File: src/rtl/sys_ctrl_pkg.sv
// Shared state encoding and command constants for the second-generation system controller.
package sys_ctrl_pkg;

    typedef enum logic [3:0] {
        IDLE,
        GET_ADDR,
        GET_DATA,
        RF_WR,
        RF_RD,
        GET_A,
        GET_B,
        GET_FUN,
        ALU_WAIT,
        TX
    } state_e;

    localparam logic [7:0] CMD_WR      = 8'hAA;
    localparam logic [7:0] CMD_RD      = 8'hBB;
    localparam logic [7:0] CMD_ALU_OP  = 8'hCC;
    localparam logic [7:0] CMD_ALU_NOP = 8'hDD;

    localparam int unsigned OPA_ADDR = 0;
    localparam int unsigned OPB_ADDR = 1;

endpackage

File: src/rtl/sys_ctrl_gen2_if.sv
// Bus bundle between the system controller and its UART RX, register file, ALU and TX FIFO.
interface sys_ctrl_gen2_if #(
    parameter int unsigned DATA_WIDTH    = 8,
    parameter int unsigned ADDR_WIDTH    = 4,
    parameter int unsigned ALU_OUT_BYTES = 2
);

    logic [DATA_WIDTH-1:0]               RX_p_data;
    logic                                RX_d_valid;
    logic [DATA_WIDTH-1:0]               Rd_data;
    logic                                RdData_valid;
    logic [DATA_WIDTH*ALU_OUT_BYTES-1:0] ALU_OUT;
    logic                                OUT_VALID;
    logic                                FIFO_full;

    logic                                ALU_EN;
    logic [3:0]                          ALU_FUN;
    logic                                CLK_EN;
    logic [ADDR_WIDTH-1:0]               Address;
    logic                                WrEN;
    logic                                RdEN;
    logic [DATA_WIDTH-1:0]               WrData;
    logic [DATA_WIDTH-1:0]               TX_p_data;
    logic                                TX_d_valid;
    logic                                busy;
    logic                                timeout_err;

    modport master (
        input  RX_p_data, RX_d_valid, Rd_data, RdData_valid, ALU_OUT, OUT_VALID, FIFO_full,
        output ALU_EN, ALU_FUN, CLK_EN, Address, WrEN, RdEN, WrData,
               TX_p_data, TX_d_valid, busy, timeout_err
    );

    modport slave (
        output RX_p_data, RX_d_valid, Rd_data, RdData_valid, ALU_OUT, OUT_VALID, FIFO_full,
        input  ALU_EN, ALU_FUN, CLK_EN, Address, WrEN, RdEN, WrData,
               TX_p_data, TX_d_valid, busy, timeout_err
    );

endinterface

File: src/rtl/ctrl_tx_serializer.sv
// Shifts out up to MAX_BYTES bytes, LSB first, under a valid/full handshake toward the TX FIFO.
module ctrl_tx_serializer #(
    parameter int unsigned DATA_WIDTH = 8,
    parameter int unsigned MAX_BYTES  = 2
) (
    input  logic                              clk,
    input  logic                              rst,
    input  logic                              load_i,
    input  logic [DATA_WIDTH*MAX_BYTES-1:0]   data_i,
    input  logic [$clog2(MAX_BYTES+1)-1:0]    count_i,
    input  logic                              fifo_full_i,
    output logic [DATA_WIDTH-1:0]             tx_data_o,
    output logic                              tx_valid_o,
    output logic                              done_c_o
);

    localparam int unsigned SH_W  = DATA_WIDTH * MAX_BYTES;
    localparam int unsigned CNT_W = $clog2(MAX_BYTES + 1);

    logic [SH_W-1:0]  shift_q, shift_d;
    logic [CNT_W-1:0] left_q, left_d;
    logic             valid_q, valid_d;
    logic             pop_c;

    // A byte leaves on any cycle it is presented and the FIFO has room.
    always_comb begin
        shift_d = shift_q;
        left_d  = left_q;
        valid_d = valid_q;
        pop_c   = valid_q && !fifo_full_i;
        if (load_i) begin
            shift_d = data_i;
            left_d  = count_i;
            valid_d = (count_i != '0);
        end else if (pop_c) begin
            shift_d = shift_q >> DATA_WIDTH;
            left_d  = left_q - CNT_W'(1);
            valid_d = (left_q != CNT_W'(1));
        end
    end

    always_ff @(posedge clk) begin
        if (rst) begin
            shift_q <= '0;
            left_q  <= '0;
            valid_q <= 1'b0;
        end else begin
            shift_q <= shift_d;
            left_q  <= left_d;
            valid_q <= valid_d;
        end
    end

    assign tx_data_o  = shift_q[DATA_WIDTH-1:0];
    assign tx_valid_o = valid_q;
    assign done_c_o   = pop_c && (left_q == CNT_W'(1));

endmodule

File: src/rtl/sys_ctrl_gen2.sv
// Command-frame decoder: drives register-file and ALU operations and returns results over TX.
module sys_ctrl_gen2
    import sys_ctrl_pkg::*;
#(
    parameter int unsigned DATA_WIDTH     = 8,
    parameter int unsigned ADDR_WIDTH     = 4,
    parameter int unsigned ALU_OUT_BYTES  = 2,
    parameter int unsigned TIMEOUT_CYCLES = 1023,
    parameter logic [7:0]  ERR_CODE       = 8'hEE
) (
    input  logic            CLK,
    input  logic            RST,
    sys_ctrl_gen2_if.master bus
);

    localparam int unsigned RES_W = DATA_WIDTH * ALU_OUT_BYTES;
    localparam int unsigned CNT_W = $clog2(ALU_OUT_BYTES + 1);
    localparam int unsigned TMO_W = $clog2(TIMEOUT_CYCLES + 1);

    state_e                state_q, state_d;
    logic                  is_rd_q, is_rd_d;
    logic [TMO_W-1:0]      tmo_q, tmo_d;
    logic                  alu_en_q, alu_en_d;
    logic                  clk_en_q, clk_en_d;
    logic [3:0]            alu_fun_q, alu_fun_d;
    logic [ADDR_WIDTH-1:0] addr_q, addr_d;
    logic                  wr_en_q, wr_en_d;
    logic                  rd_en_q, rd_en_d;
    logic [DATA_WIDTH-1:0] wr_data_q, wr_data_d;
    logic                  timeout_q, timeout_d;
    logic                  busy_q, busy_d;

    logic                  ser_load_c;
    logic [RES_W-1:0]      ser_data_c;
    logic [CNT_W-1:0]      ser_cnt_c;
    logic                  ser_done_c;
    logic                  in_get_c;
    logic                  rx_v_c;
    logic [DATA_WIDTH-1:0] rx_byte_c;

    assign rx_v_c    = bus.RX_d_valid;
    assign rx_byte_c = bus.RX_p_data;
    assign in_get_c  = state_q inside {GET_ADDR, GET_DATA, GET_A, GET_B, GET_FUN};

    // Next-state and registered-output logic; strobes default low every cycle.
    always_comb begin
        state_d    = state_q;
        is_rd_d    = is_rd_q;
        tmo_d      = '0;
        alu_en_d   = alu_en_q;
        clk_en_d   = clk_en_q;
        alu_fun_d  = alu_fun_q;
        addr_d     = addr_q;
        wr_en_d    = 1'b0;
        rd_en_d    = 1'b0;
        wr_data_d  = wr_data_q;
        timeout_d  = 1'b0;
        ser_load_c = 1'b0;
        ser_data_c = '0;
        ser_cnt_c  = '0;

        case (state_q)
            IDLE: begin
                if (rx_v_c) begin
                    case (rx_byte_c)
                        DATA_WIDTH'(CMD_WR): begin
                            is_rd_d = 1'b0;
                            state_d = GET_ADDR;
                        end
                        DATA_WIDTH'(CMD_RD): begin
                            is_rd_d = 1'b1;
                            state_d = GET_ADDR;
                        end
                        DATA_WIDTH'(CMD_ALU_OP):  state_d = GET_A;
                        DATA_WIDTH'(CMD_ALU_NOP): state_d = GET_FUN;
                        default: begin
                            ser_load_c = 1'b1;
                            ser_data_c = RES_W'(DATA_WIDTH'(ERR_CODE));
                            ser_cnt_c  = CNT_W'(1);
                            state_d    = TX;
                        end
                    endcase
                end
            end
            GET_ADDR: begin
                if (rx_v_c) begin
                    addr_d = rx_byte_c[ADDR_WIDTH-1:0];
                    if (is_rd_q) begin
                        rd_en_d = 1'b1;
                        state_d = RF_RD;
                    end else begin
                        state_d = GET_DATA;
                    end
                end
            end
            GET_DATA: begin
                if (rx_v_c) begin
                    wr_data_d = rx_byte_c;
                    wr_en_d   = 1'b1;
                    state_d   = RF_WR;
                end
            end
            RF_WR: begin
                ser_load_c = 1'b1;
                ser_data_c = RES_W'(wr_data_q);
                ser_cnt_c  = CNT_W'(1);
                state_d    = TX;
            end
            RF_RD: begin
                if (bus.RdData_valid) begin
                    ser_load_c = 1'b1;
                    ser_data_c = RES_W'(bus.Rd_data);
                    ser_cnt_c  = CNT_W'(1);
                    state_d    = TX;
                end
            end
            GET_A: begin
                if (rx_v_c) begin
                    addr_d    = ADDR_WIDTH'(OPA_ADDR);
                    wr_data_d = rx_byte_c;
                    wr_en_d   = 1'b1;
                    state_d   = GET_B;
                end
            end
            GET_B: begin
                if (rx_v_c) begin
                    addr_d    = ADDR_WIDTH'(OPB_ADDR);
                    wr_data_d = rx_byte_c;
                    wr_en_d   = 1'b1;
                    state_d   = GET_FUN;
                end
            end
            GET_FUN: begin
                if (rx_v_c) begin
                    alu_fun_d = rx_byte_c[3:0];
                    alu_en_d  = 1'b1;
                    clk_en_d  = 1'b1;
                    state_d   = ALU_WAIT;
                end
            end
            ALU_WAIT: begin
                if (bus.OUT_VALID) begin
                    alu_en_d   = 1'b0;
                    clk_en_d   = 1'b0;
                    ser_load_c = 1'b1;
                    ser_data_c = bus.ALU_OUT;
                    ser_cnt_c  = CNT_W'(ALU_OUT_BYTES);
                    state_d    = TX;
                end
            end
            TX: begin
                if (ser_done_c) state_d = IDLE;
            end
            default: state_d = IDLE;
        endcase

        // Inter-byte watchdog; an arriving byte always beats the expiry.
        if (in_get_c && !rx_v_c) begin
            if (tmo_q == TMO_W'(TIMEOUT_CYCLES - 1)) begin
                timeout_d = 1'b1;
                state_d   = IDLE;
            end else begin
                tmo_d = tmo_q + TMO_W'(1);
            end
        end

        busy_d = (state_d != IDLE);
    end

    always_ff @(posedge CLK) begin
        if (RST) begin
            state_q   <= IDLE;
            is_rd_q   <= 1'b0;
            tmo_q     <= '0;
            alu_en_q  <= 1'b0;
            clk_en_q  <= 1'b0;
            alu_fun_q <= '0;
            addr_q    <= '0;
            wr_en_q   <= 1'b0;
            rd_en_q   <= 1'b0;
            wr_data_q <= '0;
            timeout_q <= 1'b0;
            busy_q    <= 1'b0;
        end else begin
            state_q   <= state_d;
            is_rd_q   <= is_rd_d;
            tmo_q     <= tmo_d;
            alu_en_q  <= alu_en_d;
            clk_en_q  <= clk_en_d;
            alu_fun_q <= alu_fun_d;
            addr_q    <= addr_d;
            wr_en_q   <= wr_en_d;
            rd_en_q   <= rd_en_d;
            wr_data_q <= wr_data_d;
            timeout_q <= timeout_d;
            busy_q    <= busy_d;
        end
    end

    ctrl_tx_serializer #(
        .DATA_WIDTH (DATA_WIDTH),
        .MAX_BYTES  (ALU_OUT_BYTES)
    ) u_tx_ser (
        .clk         (CLK),
        .rst         (RST),
        .load_i      (ser_load_c),
        .data_i      (ser_data_c),
        .count_i     (ser_cnt_c),
        .fifo_full_i (bus.FIFO_full),
        .tx_data_o   (bus.TX_p_data),
        .tx_valid_o  (bus.TX_d_valid),
        .done_c_o    (ser_done_c)
    );

    assign bus.ALU_EN      = alu_en_q;
    assign bus.CLK_EN      = clk_en_q;
    assign bus.ALU_FUN     = alu_fun_q;
    assign bus.Address     = addr_q;
    assign bus.WrEN        = wr_en_q;
    assign bus.RdEN        = rd_en_q;
    assign bus.WrData      = wr_data_q;
    assign bus.busy        = busy_q;
    assign bus.timeout_err = timeout_q;

endmodule

File: src/flat_wrapper.sv
// flat-port wrapper written by rule: the top's interface ports become plain ports
module sys_ctrl_gen2_flat import sys_ctrl_pkg::*;
#(
    parameter int unsigned DATA_WIDTH     = 8,
    parameter int unsigned ADDR_WIDTH     = 4,
    parameter int unsigned ALU_OUT_BYTES  = 2,
    parameter int unsigned TIMEOUT_CYCLES = 1023,
    parameter logic [7:0]  ERR_CODE       = 8'hEE
)
  (CLK, RST, bus_RX_p_data, bus_RX_d_valid, bus_Rd_data, bus_RdData_valid, bus_ALU_OUT, bus_OUT_VALID, bus_FIFO_full, bus_ALU_EN, bus_ALU_FUN, bus_CLK_EN, bus_Address, bus_WrEN, bus_RdEN, bus_WrData, bus_TX_p_data, bus_TX_d_valid, bus_busy, bus_timeout_err);
  sys_ctrl_gen2_if #(.DATA_WIDTH(DATA_WIDTH), .ADDR_WIDTH(ADDR_WIDTH), .ALU_OUT_BYTES(ALU_OUT_BYTES)) bus_i ();
  input  logic CLK;
  input  logic RST;
  input wire logic [$bits(bus_i.RX_p_data)-1:0] bus_RX_p_data;
  input wire logic [$bits(bus_i.RX_d_valid)-1:0] bus_RX_d_valid;
  input wire logic [$bits(bus_i.Rd_data)-1:0] bus_Rd_data;
  input wire logic [$bits(bus_i.RdData_valid)-1:0] bus_RdData_valid;
  input wire logic [$bits(bus_i.ALU_OUT)-1:0] bus_ALU_OUT;
  input wire logic [$bits(bus_i.OUT_VALID)-1:0] bus_OUT_VALID;
  input wire logic [$bits(bus_i.FIFO_full)-1:0] bus_FIFO_full;
  output wire logic [$bits(bus_i.ALU_EN)-1:0] bus_ALU_EN;
  output wire logic [$bits(bus_i.ALU_FUN)-1:0] bus_ALU_FUN;
  output wire logic [$bits(bus_i.CLK_EN)-1:0] bus_CLK_EN;
  output wire logic [$bits(bus_i.Address)-1:0] bus_Address;
  output wire logic [$bits(bus_i.WrEN)-1:0] bus_WrEN;
  output wire logic [$bits(bus_i.RdEN)-1:0] bus_RdEN;
  output wire logic [$bits(bus_i.WrData)-1:0] bus_WrData;
  output wire logic [$bits(bus_i.TX_p_data)-1:0] bus_TX_p_data;
  output wire logic [$bits(bus_i.TX_d_valid)-1:0] bus_TX_d_valid;
  output wire logic [$bits(bus_i.busy)-1:0] bus_busy;
  output wire logic [$bits(bus_i.timeout_err)-1:0] bus_timeout_err;
  assign bus_i.RX_p_data = bus_RX_p_data;
  assign bus_i.RX_d_valid = bus_RX_d_valid;
  assign bus_i.Rd_data = bus_Rd_data;
  assign bus_i.RdData_valid = bus_RdData_valid;
  assign bus_i.ALU_OUT = bus_ALU_OUT;
  assign bus_i.OUT_VALID = bus_OUT_VALID;
  assign bus_i.FIFO_full = bus_FIFO_full;
  assign bus_ALU_EN = bus_i.ALU_EN;
  assign bus_ALU_FUN = bus_i.ALU_FUN;
  assign bus_CLK_EN = bus_i.CLK_EN;
  assign bus_Address = bus_i.Address;
  assign bus_WrEN = bus_i.WrEN;
  assign bus_RdEN = bus_i.RdEN;
  assign bus_WrData = bus_i.WrData;
  assign bus_TX_p_data = bus_i.TX_p_data;
  assign bus_TX_d_valid = bus_i.TX_d_valid;
  assign bus_busy = bus_i.busy;
  assign bus_timeout_err = bus_i.timeout_err;
  sys_ctrl_gen2 #(.DATA_WIDTH(DATA_WIDTH), .ADDR_WIDTH(ADDR_WIDTH), .ALU_OUT_BYTES(ALU_OUT_BYTES), .TIMEOUT_CYCLES(TIMEOUT_CYCLES), .ERR_CODE(ERR_CODE)) u_core (.CLK(CLK), .RST(RST), .bus(bus_i));
endmodule
File: config.mk
export PLATFORM = sky130hd
export DESIGN_NAME = sys_ctrl_gen2_flat
export DESIGN_NICKNAME = d
export VERILOG_FILES = /design/src/rtl/sys_ctrl_pkg.sv /design/src/rtl/sys_ctrl_gen2_if.sv /design/src/rtl/ctrl_tx_serializer.sv /design/src/rtl/sys_ctrl_gen2.sv /design/src/flat_wrapper.sv
export SDC_FILE = /design/constraint.sdc
export NUM_CORES = 1
export LEC_CHECK = 0
export ABC_AREA = 1
export BUFFER_PORTS_ARGS = -buffer_cell sky130_fd_sc_hd__buf_2
export CAP_MARGIN = 20
export CELL_PAD_IN_SITES_DETAIL_PLACEMENT = 1
export CELL_PAD_IN_SITES_GLOBAL_PLACEMENT = 1
export CORE_MARGIN = 5
export CORE_UTILIZATION = 41
export DETAILED_ROUTE_END_ITERATION = 10
export GPL_TIMING_DRIVEN = 0
export PLACE_DENSITY = 0.86
export SYNTH_ARGS = -nofsm -noshare
export SYNTH_HDL_FRONTEND = slang
export SYNTH_SLANG_ARGS = --single-unit
File: constraint.sdc
create_clock -name CLK -period 4 [get_ports CLK]
set_input_delay 0.4 -clock CLK [delete_from_list [all_inputs] [get_ports CLK]]
set_output_delay 0.4 -clock CLK [all_outputs]
set_load 0.02 [all_outputs]
# Word-level counts from Yosys, hierarchy flattened

Cells that the tools add are included.

$add $sub $neg: 2
Equal/unequal tests: 21
Multiplexer cells: 46
Bitwise operators: 4
Reductions and logical operators: 25

Operator list:

| cell                                           | count |
|---|---|
| 2-to-1 mux 16 bit                              | 4 |
| one-hot mux 16 bit (4 select lines)            | 1 |
| 2-to-1 mux 4 bit                               | 14 |
| one-hot mux 4 bit (10 select lines)            | 1 |
| == test 8 bit (second input constant)          | 4 |
| one-hot mux 4 bit (3 select lines)             | 2 |
| == test 4 x 3 -> 1 bit (second input constant) | 4 |
| 2-to-1 mux 8 bit                               | 2 |
| 2-to-1 mux 1 bit                               | 13 |
| adder 10 x 1 -> 10 bit (second input constant) | 1 |
| == test 10 bit (second input constant)         | 1 |
| inequality test 2 bit (second input constant)  | 5 |
| OR reduction 3 bit                             | 3 |
| == test 4 x 2 -> 1 bit (second input constant) | 2 |
| == test 4 bit (second input constant)          | 2 |
| 2-to-1 mux 2 bit                               | 4 |
| one-hot mux 2 bit (4 select lines)             | 1 |
| nonzero test 2 bit                             | 4 |
| AND reduction 3 bit                            | 2 |
| OR reduction 2 bit                             | 3 |
| nonzero test 5 bit                             | 1 |
| == test 4 x 1 -> 1 bit (second input constant) | 1 |
| logical NOT 4 bit                              | 1 |
| NOT 1 bit                                      | 4 |
| other kinds (13)                               | 18 |

Register bits after elaboration: 55
Input bits: 38
Output and inout bits: 31
Word-level logic and storage cells: 112

# Logic depth before layout (Yosys ltp)

Gate-level depths: netlist (run 1).

Depth in word-level cells: 8
Depth in mapped cells: 11
Depth with buffers taken out: 11

# Cells and area by module

A second synthesis (run 1) with hierarchy kept.

Cell total of the unflattened synthesis: 434
Area, all modules: 2,942.8 µm²

By module, submodules not included:

| module             | times used | cells each | area each (µm²) | seq. area each (µm²) |
|---|---|---|---|---|
| sys_ctrl_gen2      | 1          | 296        | 1,936.9         | 720.7 |
| ctrl_tx_serializer | 1          | 138        | 1,006.0         | 380.4 |

# Least setup slack after synthesis (run 1)

No wires, ideal clock.

Kind: reg-to-reg
From: reg u_core.u_tx_ser.valid_q, in the netlist u_core.u_tx_ser.tx_valid_o
To: reg u_core.busy_q, in the netlist u_core.bus.busy
Setup time: 130 ps
Arrival: 1,317 ps
Data required time: 3,870 ps
Path slack: 2,553 ps
Stages on the path, launching flop included: 9
Path buffers: 0
Period minus slack after synthesis: 1,447 ps
Cell sequence: dfxtp_1 > nand2_1 > nor2_1 > o21ai_0 > nand3b_1 > nand2_1 > nand2_1 > nor2_1 > nor2_1

Longest elaborated chain between the ends: 7

RTL lines:

| item                                    | RTL line                 | RTL |
|---|---|---|
| from (decl)                             | ctrl_tx_serializer.sv:22 | `logic valid_q, valid_d;` |
| from (signal assigned)                  | ctrl_tx_serializer.sv:50 | `valid_q <= valid_d;` |
| logical AND 1 bit (*)                   | ctrl_tx_serializer.sv:30 | `pop_c = valid_q && !fifo_full_i;` |
| logical AND 1 bit (*)                   | ctrl_tx_serializer.sv:56 | `assign done_c_o = pop_c && (left_q == CNT_W'(1));` |
| 2-to-1 mux 4 bit (*)                    | sys_ctrl_gen2.sv:152     | `if (ser_done_c) state_d = IDLE;` |
| one-hot mux 4 bit (10 select lines) (*) | sys_ctrl_gen2.sv:62      | `case (state_q)` |
| 2-to-1 mux 4 bit                        | sys_ctrl_gen2.sv:159     | `if (tmo_q == TMO_W'(TIMEOUT_CYCLES - 1)) begin` |
| 2-to-1 mux 4 bit (*)                    | sys_ctrl_gen2.sv:158     | `if (in_get_c && !rx_v_c) begin` |
| nonzero test 4 bit (*)                  | sys_ctrl_gen2.sv:167     | `busy_d = (state_d != IDLE);` |
| to (signal assigned)                    | sys_ctrl_gen2.sv:196     | `busy_q <= busy_d;` |
| to (decl)                               | sys_ctrl_gen2.sv:31      | `logic busy_q, busy_d;` |

Every way passes the cells marked *; elsewhere a longest branch is shown, timed or not.
A chain may end at the register's enable or synchronous reset.

# Worst setup path after layout (run 1)

From: reg u_core.state_q[2]
To: reg u_core.u_tx_ser.left_q[1]

Longest elaborated chain between the ends: 3
Elaborated cells on any way between the ends: 8
Classes of those cells: 3 x eq/ne; 3 x mux; 2 x reduce/logical

RTL lines:

| item                                                                                            | RTL line                 | RTL |
|---|---|---|
| from (decl)                                                                                     | sys_ctrl_gen2.sv:20      | `state_e state_q, state_d;` |
| from (signal assigned)                                                                          | sys_ctrl_gen2.sv:185     | `state_q <= state_d;` |
| == test 4 bit (tied with other cells)                                                           | sys_ctrl_gen2.sv:62      |  |
| one-hot mux 2 bit (4 select lines) / one-hot mux 1 bit (4 select lines) (equally long branches) | sys_ctrl_gen2.sv:62      |  |
| 2-to-1 mux 2 bit / nonzero test 2 bit (equally long branches)                                   | --                       |  |
| to (signal assigned)                                                                            | ctrl_tx_serializer.sv:49 | `left_q <= left_d;` |
| to (decl)                                                                                       | ctrl_tx_serializer.sv:21 | `logic [CNT_W-1:0] left_q, left_d;` |

Several ways; a longest one is shown, not always the timed one.

==> impl_metrics.yaml, run 1 <==
logic_synthesis:
  ys_ff_latch: 55
  syn-cell-area_um2: 2900
  async_reset_ff_share_pct: 0
  postSynthAreaPerCell_um2: 7.06
  synth_seq_area_share_pct: 37.9
  syn_inst: 411
  synth_fp_nets: 452
  synth_ff_type: "dfxtp_1"
  yosysWarningCount: 0
  synth_edf_count: 0
  synth.distinct_cells: 41
global_route:
  grt_max_degree: 17
  grt_pass1_vias: 2874
  antenna_found_initial: 0
  grt_pass1_wl_um: 13900
  grtUsageTotal_pct: 19.7
  overflow: 0
sta:
  rsz0062_at_grt: "no"
  max_freq_mhz: 572
  slew-limit-headroom_pct: 57.0
  finalSetupTns_ns: 0
  fin_skew_ns: 0.00920
  finalHoldViolations: 0
  period_minus_slack_ns: 1.75
  setup_viol_count_final: 0
  worst-slew-pin-transition_ns: 0.645
  drv_slew: 0
  period_share_pct: 43.7
clock_network:
  hold_buffers: 0
  cts-root-buf: "clkbuf_8"
  postCtsSetupRepairBufs: 0
  cts_buffers: 5
  cts_resized: 0
  cts.sinks: 55
  max-clock-path-buffers: 2
  cts-htree-levels: 2
  cts_tree: "yes"
  clkTransAtPathRegs_ns: 0.10
  clk_latency_ns: 0.31
layout:
  fin_nets: 525
  syn2layout_area_growth_pct: 18.8
  area.sequential_um2: 1100
  multiInputGateArea_um2: 1480
  stdcell_area_um2: 3450
  antenna_cells: 0
  layout-drive-gt1-share_pct: 26.8
  fill_cells: 941
  fin_cells: 581
power_and_ir_drop:
  ir_worst_vdd_v: 0.000312
  p_int_w: 0.00110
  switching_share_pct: 42.1
  power_frac_comb_pct: 45.4
  p_switching_w: 0.000804
  power.density_nw_per_um2: 554
  p_leak_nw: 1.69
  pwr-share-seq_pct: 37.6
  power.share.clock_pct: 17.1
drt:
  wirelength_um: 8580
  antenna_left: 0
  first_iter_violations: 92
  drcViolationCount: 0
  vias_per_cell: 5.01
  drt_pre_antenna_iters: 4
  wire_per_inst_um: 14.8
  routed-via-count: 2912
job:
  maxCapViolations: 0
setup_path:
  worstPathRequired_ns: 4.21
  path_class: "flop to flop"
  cp_slowest_cell: "dfxtp_1"
  crit_chain: "nor2_2 > nand2_1 > nor2_2 > nand3_4 > nand4_4 > inv_4 > buf_8 > nor2_1 > nor2_1"
  worstPathArrival_ns: 1.96
  start_kind: "flop"
  crit_fanout: 10
  end_kind: "flop"
  crit_path_max_incr_delay_ns: 0.38
placed_design:
  place_inst: 573
  place_area_um2: 3350
  portBuffers: 66
  finalWeightedCongestion: 0.858
  dp_hpwl_um: 6740
floorplan:
  die_width_um: 94.1
  die_h_um: 94.1
  rows: 30
  dieArea_um2: 8860
  initial_core_util_pct: 42.5
  ios: 69
  core_um2: 6830
hold_path:
  min_path_type: "input pin to flop"
outcome:
  status: "finished, final reports clean"
## area by class of cell
type,count,share of cell area (%)
buffer,20,3.96
tap,96,3.48
multi-input combinational,288,42.9
timing repair buffer,66,9.58
sequential,55,31.9
clock inverter,1,0.254
clock buffer,7,2.50
inverter,48,5.37
## cells in the mapped netlist, types with 4 or more instances
master      n  share of area, %
nand2_1   100                13
dfxtp_1    55                38
nor2_1     42               5.4
inv_1      40               5.2
a21oi_1    32               5.5
o21ai_0    25               4.3
nand3_1    24               4.1
nand2_2    13               2.8
buf_4      11               2.8
a21oi_2     9               2.7
nand4_1     8               1.7
clkbuf_1    6              0.78
inv_2       6              0.78
nor3_1      4              0.69
xor2_1      4               1.2
## power by group through the flow
stage / Sequential (W) / Clock (W) / Combinational [W]
final: 0.000717 / 0.000325 / 0.000866
after global routing: 0.000729 / 0.000362 / 0.000956
after CTS: 0.000716 / 0.000334 / 0.000870
after detailed placement: 0.000727 / 0 / 0.000863
after global placement: 0.000723 / 0 / 0.000836
after floorplan: 0.000749 / 0 / 0.000610
## final timing paths
path / startpoint / to / slack [ns] / cells after the start
max reg2reg: u_core.state_q[2] / u_core.u_tx_ser.left_q[1] / 2.25 / 9
min reg2reg: u_core.bus.Address[2] / u_core.bus.Address[2] / 0.47 / 2
max: u_core.state_q[2] / u_core.u_tx_ser.left_q[1] / 2.25 / 9
min: bus_ALU_OUT[13] / u_core.u_tx_ser.shift_q[13] / 0.34 / 3
## layer usage
metal	GRT usage, %	vias up	share of wire [%]
met4	4.21	0	0.77
met3	3.37	7	4.0
met5	0	-	0
li1	-	1455	-
met2	35.1	54	50
met1	24.6	1396	45
## per-stage QoR
stage          utilization, %  hold WS (ns)  total power, W  worst slack [ns]
2_1_floorplan               -         0.430         0.00136              2.55
3_3_place_gp             49.1         0.442         0.00156              2.20
3_5_place_dp             49.1         0.452         0.00159              2.15
4_1_cts                  50.5         0.333         0.00192              2.26
5_1_grt                  50.5         0.331         0.00205              2.09
6_report                 50.5         0.337         0.00191              2.25
## critical path: cells and delay by family (launching register included)
family | cells | cell delay [ns]
simple gates | 7 | 1.05
flops | 1 | 0.38
buf+inv | 2 | 0.22
## cells in the final DEF (no fill, tap or decap), types with 4 or more instances in the layout
| cell | count |
|---|---|
| a21oi_2 | 9 |
| o21ai_0 | 25 |
| nand2_2 | 13 |
| inv_1 | 40 |
| a21oi_1 | 32 |
| clkbuf_1 | 7 |
| nand3_1 | 24 |
| clkbuf_8 | 6 |
| nor3_1 | 4 |
| nand2_1 | 100 |
| dfxtp_1 | 55 |
| buf_4 | 11 |
| nor2_1 | 42 |
| buf_2 | 67 |
| inv_2 | 6 |
| xor2_1 | 4 |
| nand4_1 | 8 |
## cell families (layout without fill, tap and decap cells)
family / after synthesis / in the layout / synth area share (%)
buf+inv: 68 / 142 / 11.1
xor+xnor: 5 / 5 / 1.51
fa+ha+maj: 3 / 3 / 1.29
compound gates: 74 / 74 / 14.9
simple gates: 206 / 206 / 33.2
flops: 55 / 55 / 37.9
## flip-flops by register name (all words and copies together) (netlist names), 2 cells and up
register                 flops
u_core.bus.WrData            8
u_core.bus.ALU_FUN           4
u_core.u_tx_ser.shift_q     16
u_core.tmo_q                10
u_core.bus.Address           4
u_core.state_q               4
u_core.u_tx_ser.left_q       2
Note: power is estimated with default switching activity, not from simulation.
==> inputs of run 2 (changes only) <==
- ABC_AREA: 1 -> 0
- CORE_UTILIZATION: 41 -> 39
- PLACE_DENSITY: 0.86 -> 0.79
- clock period: 4 -> 1.79 ns (I/O delays scaled with it)
==> impl_metrics.yaml, run 2 <==
layout:
  fin_nets: 407
  largest_register_ffs: 16
  fill_cells: 821
  syn2layout_area_growth_pct: 25.6
  fin_cells: 447
  final_common_cell: "buf_2"
  layout-drive-gt1-share_pct: 35.7
  stdcell_area_um2: 3380
  antenna_cells: 0
  mostFrequentLayoutCells: "67 x buf_2, 51 x dfxtp_1, 31 x nor2_1, 18 x nand2_1"
  regMostFlops: "u_core.u_tx_ser.shift_q"
logic_synthesis:
  synth_ff_type: "dfxtp_1"
  synth_fp_nets: 329
  async_reset_ff_share_pct: 0
  synth_area_leader_cell: "dfxtp_1"
  syn_inst: 288
  yosys-top-cells-count: "55 x dfxtp_1, 33 x nor2_1, 18 x a21oi_1, 18 x nand2_1, 13 x mux2i_1"
  ys_ff_latch: 55
  synth_simple_gate_area_share_pct: 22.7
  synth.distinct_cells: 55
  synth_edf_count: 0
  postSynthAreaPerCell_um2: 9.34
  synth.most_common_cell: "dfxtp_1"
  synth_compound_area_share_pct: 19.8
  synthMuxAreaShare_pct: 6.51
  syn-cell-area_um2: 2690
  synth_seq_area_share_pct: 40.9
  synth_top_area_share_pct: 40.9
  synth_top_family_by_area: "simple AND/OR/NAND/NOR gates"
  synth_area_leaders: "dfxtp_1 41%, mux2i_1 4.8%, nor2_1 4.6%"
  synthXorXnorAreaFrac_pct: 2.93
  yosysWarningCount: 0
  synthAdderAreaFrac_pct: 1.40
placed_design:
  finalWeightedCongestion: 0.876
  place_inst: 435
  portBuffers: 67
  place_area_um2: 3130
  dp_hpwl_um: 5960
sta:
  slew-limit-headroom_pct: 59.4
  max_freq_mhz: 574
  finalSetupTns_ns: 0
  whs_ns: 0.0723
  finalHoldViolations: 0
  fin_skew_ns: 0.00505
  period_share_pct: 97.4
  drv_slew: 0
  worst-slew-pin-transition_ns: 0.608
  setup_viol_count_final: 0
  period_minus_slack_ns: 1.74
setup_path:
  cp_slowest_cell: "dfxtp_4"
  worstPathArrival_ns: 1.95
  crit_chain: "nand2b_1 > or3_1 > buf_4 > o211ai_4 > nor3_4 > buf_4 > a22o_1"
  cpMostUsedCell: "buf_4"
  path_class: "flop to flop"
  crit_path_max_incr_delay_ns: 0.38
  end_kind: "flop"
  crit_fanout: 8
  worstPathRequired_ns: 2.00
  start_kind: "flop"
power_and_ir_drop:
  ir_worst_vdd_v: 0.000346
  power.density_nw_per_um2: 918
  design_power_total_w: 0.00310
  p_leak_nw: 1.42
clock_network:
  cts.sinks: 55
  max-clock-path-buffers: 2
  clk_latency_ns: 0.31
  clkTransAtPathRegs_ns: 0.10
  cts-htree-levels: 2
  cts-root-buf: "clkbuf_8"
  cts_buffers: 5
  cts_tree: "yes"
job:
  maxCapViolations: 0
drt:
  drt_pre_antenna_iters: 5
  drcViolationCount: 0
  wirelength_um: 8000
  routed-via-count: 2462
  wire_per_inst_um: 17.9
  first_iter_violations: 87
  vias_per_cell: 5.51
  antenna_left: 0
floorplan:
  dieArea_um2: 8660
  core_um2: 6760
  die_width_um: 93.1
  ios: 69
  initial_core_util_pct: 39.8
  die_h_um: 93.1
  rows: 30
global_route:
  grt_pass1_wl_um: 12900
  grt_pass1_vias: 2588
  grt_max_degree: 18
  overflow: 0
  antenna_found_initial: 0
  grtUsageTotal_pct: 18.6
hold_path:
  min_path_type: "input pin to flop"
outcome:
  status: "finished, final reports clean"
run 2: cell types whose count changed after synthesis, sizes merged, moves of 11 or more:
cell / delta
inv: -42
nor2: -11
a21oi: -24
mux2i: +13
nand3: -18
o21ai: -20
nand2: -96
run 2: power breakdown:
group          total (W)  internal [W]  switching, W
logic           0.000976      0.000432      0.000545
registers        0.00139       0.00132     0.0000612
clock network   0.000742      0.000317      0.000425
run 2: critical path: cells and delay by family, from the launching register on:
kind                   cells  cell delay (ns)
flip-flops                 1             0.38
AO/OA/AOI/OAI              2             0.33
AND/OR/NAND/NOR            3             0.58
buffers and inverters      2             0.34
run 2: path summary, 6_finish.rpt:
check                                        from  slack [ns]  cells after the start                     endpoint
worst min-delay path               bus_ALU_OUT[9]        0.07                      2   u_core.u_tx_ser.shift_q[9]
worst max-delay path            u_core.state_q[2]        0.05                      7  u_core.u_tx_ser.shift_q[10]
worst max register to register  u_core.state_q[2]        0.05                      7  u_core.u_tx_ser.shift_q[10]
worst min register to register    u_core.tmo_q[0]        0.47                      1              u_core.tmo_q[0]
run 2: layout make-up:
class	count	area [um2]	share of cell area (%)
Inverter	6	22.5	0.666
Timing Repair Buffer	73	393	11.6
Tap cell	80	100	2.96
Clock buffer	6	82.6	2.44
Sequential cell	55	1110	32.8
Multi-Input combinational cell	205	1520	44.9
Buffer	20	138	4.07
Clock inverter	2	16.3	0.481
run 2: repair_timing:
action                                  CTS  global route
pin swaps                                 2             5
hold buffers                              0             0
endpoints found under the setup margin   26            29
setup buffers                             1             5
gates resized for setup                  12            21
run 2: stage by stage:
step                      utilization [%]  worst slack [ns]
after global routing                 50.0          -0.00864
after global placement               46.3            -0.133
after detailed placement             46.3            -0.151
final                                50.0            0.0471
after floorplan                         -            0.0536
after CTS                            48.7          -0.00756
run 2: cells by family after synthesis:
| logic type | after synthesis |
|---|---|
| muxes | 17 |
| DFF | 55 |
| buffers and inverters | 28 |
| xor gates and xnor gates | 9 |
| and+or+nand+nor | 108 |
| adders and majority gates | 3 |
| AOI/OAI and AO/OA | 68 |
run 2: per-layer routing:
metal,track usage [%],part of all wire [%]
met4,5.86,2.0
met2,31.7,50
met3,3.38,4.0
met1,23.6,44
met5,0,0
